## config.mk

```make
export PLATFORM = sky130hd
export DESIGN_NAME = light_level_sched
export DESIGN_NICKNAME = d
export VERILOG_FILES = /design/src/rtl/light_level_sched.sv
export SDC_FILE = /design/constraint.sdc
export NUM_CORES = 1
export LEC_CHECK = 0
export CELL_PAD_IN_SITES_DETAIL_PLACEMENT = 2
export CELL_PAD_IN_SITES_GLOBAL_PLACEMENT = 2
export CORE_MARGIN = 2
export CORE_UTILIZATION = 33
export CTS_CLUSTER_SIZE = 10
export DETAILED_ROUTE_END_ITERATION = 10
export HOLD_SLACK_MARGIN = 0.15
export PLACE_DENSITY_LB_ADDON = 0.05
export SLEW_MARGIN = 20
export SYNTH_ARGS = -nofsm -noshare
export SYNTH_HDL_FRONTEND = slang
export SYNTH_SLANG_ARGS = --single-unit
export TNS_END_PERCENT = 30
```

## constraint.sdc

```tcl
create_clock -name clk -period 2.8 [get_ports clk]
set_input_delay 0.56 -clock clk [delete_from_list [all_inputs] [get_ports clk]]
set_output_delay 0.56 -clock clk [all_outputs]
set_load 0.05 [all_outputs]
```

## src/rtl/light_level_sched.sv

```systemverilog
`default_nettype none
// ============================================================================
// Module : light_level_sched
// Brief  : Round-robin scheduler stepping a 4-level light toward requested levels.
// Rev    : 1.0
// ============================================================================
module light_level_sched #(
    parameter int STEP_DELAY = 4
) (
    input  logic       clk,
    input  logic       rst,
    input  logic [2:0] req,
    input  logic [1:0] tgt0,
    input  logic [1:0] tgt1,
    input  logic [1:0] tgt2,
    output logic [2:0] grant,
    output logic       done,
    output logic       busy,
    output logic       button_up,
    output logic       button_down,
    output logic [1:0] level
);

    typedef enum logic [2:0] {
        S_IDLE = 3'd0,
        S_LOAD = 3'd1,
        S_STEP = 3'd2,
        S_WAIT = 3'd3,
        S_DONE = 3'd4
    } state_t;

    localparam logic [7:0] c_WAIT_LOAD = 8'(STEP_DELAY - 2);

    state_t     r_state, w_state_nxt;
    logic [1:0] r_ptr, w_ptr_nxt;
    logic [1:0] r_idx, w_idx_nxt;
    logic [1:0] r_tgt, w_tgt_nxt;
    logic [1:0] r_level, w_level_nxt;
    logic [7:0] r_cnt, w_cnt_nxt;
    logic [2:0] r_grant, w_grant_nxt;

    logic [1:0] w_p1, w_p2, w_win, w_sel_tgt, w_step_lvl;
    logic       w_up, w_down, w_req_g;

    function automatic logic [1:0] inc3(input logic [1:0] v);
        return (v == 2'd2) ? 2'd0 : v + 2'd1;
    endfunction

    assign w_p1    = inc3(r_ptr);
    assign w_p2    = inc3(w_p1);
    assign w_req_g = req[r_idx];

    always_comb begin
        w_win = w_p2;
        if (req[r_ptr])
            w_win = r_ptr;
        else if (req[w_p1])
            w_win = w_p1;
    end

    always_comb begin
        case (r_idx)
            2'd0:    w_sel_tgt = tgt0;
            2'd1:    w_sel_tgt = tgt1;
            default: w_sel_tgt = tgt2;
        endcase
    end

    // Range guards keep the light inside 0..3 even if the target were corrupted.
    assign w_up   = (r_state == S_STEP) && (r_tgt > r_level) && (r_level != 2'd3);
    assign w_down = (r_state == S_STEP) && (r_tgt < r_level) && (r_level != 2'd0);

    always_comb begin
        w_step_lvl = r_level;
        if (w_up)
            w_step_lvl = r_level + 2'd1;
        else if (w_down)
            w_step_lvl = r_level - 2'd1;
    end

    always_comb begin
        w_state_nxt = r_state;
        w_ptr_nxt   = r_ptr;
        w_idx_nxt   = r_idx;
        w_tgt_nxt   = r_tgt;
        w_level_nxt = r_level;
        w_cnt_nxt   = r_cnt;
        w_grant_nxt = r_grant;
        case (r_state)
            S_IDLE: begin
                if (|req) begin
                    w_idx_nxt   = w_win;
                    w_grant_nxt = 3'b001 << w_win;
                    w_state_nxt = S_LOAD;
                end
            end
            S_LOAD: begin
                if (!w_req_g) begin
                    w_grant_nxt = 3'b000;
                    w_ptr_nxt   = inc3(r_idx);
                    w_state_nxt = S_IDLE;
                end else begin
                    w_tgt_nxt   = w_sel_tgt;
                    w_state_nxt = (w_sel_tgt == r_level) ? S_DONE : S_STEP;
                end
            end
            S_STEP: begin
                w_level_nxt = w_step_lvl;
                if (w_step_lvl == r_tgt || !(w_up || w_down)) begin
                    w_state_nxt = S_DONE;
                end else begin
                    w_cnt_nxt   = c_WAIT_LOAD;
                    w_state_nxt = S_WAIT;
                end
            end
            S_WAIT: begin
                if (!w_req_g) begin
                    w_grant_nxt = 3'b000;
                    w_ptr_nxt   = inc3(r_idx);
                    w_state_nxt = S_IDLE;
                end else if (r_cnt == 8'd0) begin
                    w_state_nxt = S_STEP;
                end else begin
                    w_cnt_nxt = r_cnt - 8'd1;
                end
            end
            S_DONE: begin
                w_grant_nxt = 3'b000;
                w_ptr_nxt   = inc3(r_idx);
                w_state_nxt = S_IDLE;
            end
            default: begin
                w_grant_nxt = 3'b000;
                w_state_nxt = S_IDLE;
            end
        endcase
    end

    always_ff @(posedge clk or posedge rst) begin
        if (rst) begin
            r_state <= S_IDLE;
            r_ptr   <= 2'd0;
            r_idx   <= 2'd0;
            r_tgt   <= 2'd0;
            r_level <= 2'd0;
            r_cnt   <= 8'd0;
            r_grant <= 3'b000;
        end else begin
            r_state <= w_state_nxt;
            r_ptr   <= w_ptr_nxt;
            r_idx   <= w_idx_nxt;
            r_tgt   <= w_tgt_nxt;
            r_level <= w_level_nxt;
            r_cnt   <= w_cnt_nxt;
            r_grant <= w_grant_nxt;
        end
    end

    assign grant       = r_grant;
    assign done        = (r_state == S_DONE);
    assign busy        = (r_state != S_IDLE);
    assign button_up   = w_up;
    assign button_down = w_down;
    assign level       = r_level;

endmodule
`default_nettype wire

```

==> flow_summary_export.csv <==
group,metric,value,unit
pwr,clockPowerShare,14.0,%
pwr,p_comb_share,57.7,%
clock_network,cts_hold_buffers,0,
worst_setup_path,r2r_start,"level[1]$_DFFE_PP0P_",
detailed_routing,ant_nets,0,
floorplan,num_rows,23,
logic_synthesis,syn_inst,157,
worst_setup_path,crit_path_start_kind,"register",
clock_network,cts.root.buffer_cell,"clkbuf_8",
flow_run,max_cap_violations,0,
worst_setup_path,crit_family,"buffers and inverters",
logic_synthesis,synth_area,1418,sq um
pwr,switching_power,1050,uW
global_routing,grt_pass1_wl,6727,um
detailed_routing,drt_first_pass_iters,4,
worst_setup_path,cpPeakStageDelay,0.72,ns
worst_setup_path,cp_num_buf_inv,2,
worst_setup_path,crit_path_max_fanout,7,
clock_network,cts_tree,"built",
placement,port_buffers,19,
pwr,p_leak,0.0007405,uW
layout,final_common_cell,"dfrtp_1",
worst_setup_path,r2r_cells,9,
layout,diodes,0,
global_routing,overflow,0,
timing,timing.fmax,390.8,MHz
timing,setup_viol,0,
layout,multiInputGateArea,803.3,sq um
floorplan,start_util,34.94,%
timing,period_needed,2.559,ns
outcome,status,"finished clean",
logic_synthesis,yosysUniqueCellTypes,43,
detailed_routing,drt_iter0_markers,38,
floorplan,ioPinCount,20,
logic_synthesis,synth_area_leader_cell,"dfrtp_1",
global_routing,grt_max_degree,23,
timing,tightestPinTransition,0.5084,ns
pwr,pwr-share-seq,28.3,%
worst_setup_path,crit_path_end,"busy",
worst_setup_path,path_cells,"nor3_1, inv_1, clkdlybuf4s50_1",
worst_setup_path,cp_data_required_time,2.24,ns
clock_network,clk_path_buf_depth,2,
pwr,vdd_drop_max,0.5294,mV
timing,final-hold-violation-count,0,
floorplan,fp.dieH,69.54,um
detailed_routing,vias_per_cell,5.427,
layout,nets,195,
logic_synthesis,synth_top_area_share,38.83,%
logic_synthesis,syn_area_per_cell,9.029,sq um
logic_synthesis,synthTopCellsByArea,"dfrtp_1 (39%), ha_1 (5.3%), nand2_1 (4.5%)",
min_path,min_path_type,"register to register",
floorplan,dieArea,4836,sq um
layout,layout-drive-gt1-share,10.17,%
layout,fill_cells,440,
clock_network,clkSlewWorstSetupHoldPaths,0.09,ns
logic_synthesis,ys_async_sr_fraction,100.0,%
timing,setup_tns,0,ns
detailed_routing,routedWlPerCell,16.97,um
detailed_routing,vias,1232,
logic_synthesis,synth_warnings,0,
detailed_routing,drc,0,
placement,dpl.hpwl,3033,um
layout,area_delta_synth_final,21.71,%
pwr,powerDensity,1292,nW/um^2
timing,maxSlewHeadroom,66.00,%
floorplan,die_w,69.54,um
logic_synthesis,syn_nets,174,
pwr,p_int,1179,uW
logic_synthesis,ys_ff_latch,22,
worst_setup_path,reg2reg_to,"r_cnt[1]$_DFFE_PP0P_",
pwr,p_sw_share,47.11,%
worst_setup_path,r2r_setup_slack,0.26,ns
clock_network,numCtsBuffers,3,
layout,mostFrequentLayoutCells,"dfrtp_1 (22), nand2_1 (17), clkdlybuf4s50_1 (17), nor2_1 (16), inv_1 (11)",
global_routing,grt_pass1_vias,1355,
clock_network,worstSkewPairLatency,0.27,ns
timing,period_share,91.40,%
logic_synthesis,synth_edf_count,0,
worst_setup_path,cp_slowest_cell,"clkdlybuf4s50_1",
timing,maxSlewViolCount,0,
clock_network,cts_resized,0,
layout,post-route-util,42.52,%
placement,place.gp.congestion,0.8012,
worst_setup_path,worstPathArrival,2.00,ns
clock_network,clock-sinks,22,
layout,regArea,550.5,sq um
logic_synthesis,synthFlopType,"dfrtp_1",
worst_setup_path,endpoint_kind,"primary output",
timing,skew,0.002559,ns
logic_synthesis,yosysSeqAreaShare,38.83,%
global_routing,grt.total_usage,17.41,%
detailed_routing,wl,3852,um
worst_setup_path,cp.depth,3,
floorplan,coreArea,4058,sq um
global_routing,antenna_found_initial,0,
clock_network,postCtsSetupRepairBufs,0,
timing,rsz0062_at_grt,"no",
worst_setup_path,crit_type,"register to primary output",
clock_network,htreeDepth,1,
worst_setup_path,crit_start,"r_state[1]$_DFFE_PP0P_",
## synthesized netlist by cell type (3+ instances only)
cell	count
a21oi_1	9
a31oi_1	4
buf_2	3
dfrtp_1	22
ha_1	6
inv_1	11
mux2_2	3
mux2i_1	4
nand2_1	17
nand3_1	3
nor2_1	16
nor2b_1	3
nor3_1	7
o21ai_0	9
o22ai_1	3
xnor2_1	3
## power by group through the flow
stage	Combinational [uW]	Clock [uW]	Sequential [uW]
finish	1290	312	632
global route	1440	335	665
CTS	1310	322	637
detailed placement	1300	0	644
global placement	1240	0	629
floorplan	931	0	659
## sequential cells by signal (all words and copies together) (netlist names)
register and cells:
r_cnt 8, grant 3, r_state 3, level 2
r_idx 2, r_ptr 2, r_tgt 2
## per-stage QoR
step	area [sq um]	hold WS [ns]	setup WS, ns	cells	total power, uW
3_5_place_dp	1654	0.4685	0.2523	223	1940
5_1_grt	1725	0.4997	0.07435	227	2436
3_3_place_gp	1654	0.4612	0.3274	223	1867
4_1_cts	1725	0.4869	0.2299	227	2274
6_report	1725	0.4817	0.2409	227	2229
2_1_floorplan	1418	0.4402	0.1199	157	1590
## final cells by class
class                   count  area share [%]
clock inverters             1           1.740
inverters                  12           2.611
repair buffers             20           11.17
clock buffers               3           2.393
well taps                  50           3.626
multi-input cells         119           46.56
flip-flops and latches     22           31.91
## worst min-delay path by stage
stage | cells past startpoint | from | end
finish | 1 | r_cnt[7]$_DFFE_PP0P_ | r_cnt[7]$_DFFE_PP0P_
global route | 1 | r_cnt[7]$_DFFE_PP0P_ | r_cnt[7]$_DFFE_PP0P_
CTS | 1 | r_cnt[7]$_DFFE_PP0P_ | r_cnt[7]$_DFFE_PP0P_
detailed placement | 2 | grant[2]$_DFFE_PP0P_ | grant[2]$_DFFE_PP0P_
global placement | 2 | grant[2]$_DFFE_PP0P_ | grant[2]$_DFFE_PP0P_
floorplan | 1 | r_cnt[7]$_DFFE_PP0P_ | r_cnt[7]$_DFFE_PP0P_
## routing by layer
layer / vias up / wire [um] / GRT usage [%]
li1: 594 / - / -
met1: 616 / 1664 / 20.43
met2: 17 / 2018 / 31.94
met3: 5 / 107 / 2.326
met4: 0 / 61 / 6.536
met5: - / 0 / 0
## cell families after synthesis
logic type	count (synthesis)	share of synthesized area [%]
simple gates	59	20.92
fa+ha+maj	6	5.296
compound gates	41	19.77
xor+xnor	5	4.414
mux	8	6.266
buf+inv	16	4.501
flops	22	38.84
## worst reg2reg max path, stage by stage, from the launching register on
cell and delay [ns]:
dfrtp_1 0.43, inv_1 0.12, ha_1 0.33, a21oi_1 0.15
o21ai_1 0.13, mux2_2 0.30, o22a_4 0.24, xnor2_4 0.16
a21oi_4 0.26, mux2_4 0.33
Power figures use the tool's default switching activity.
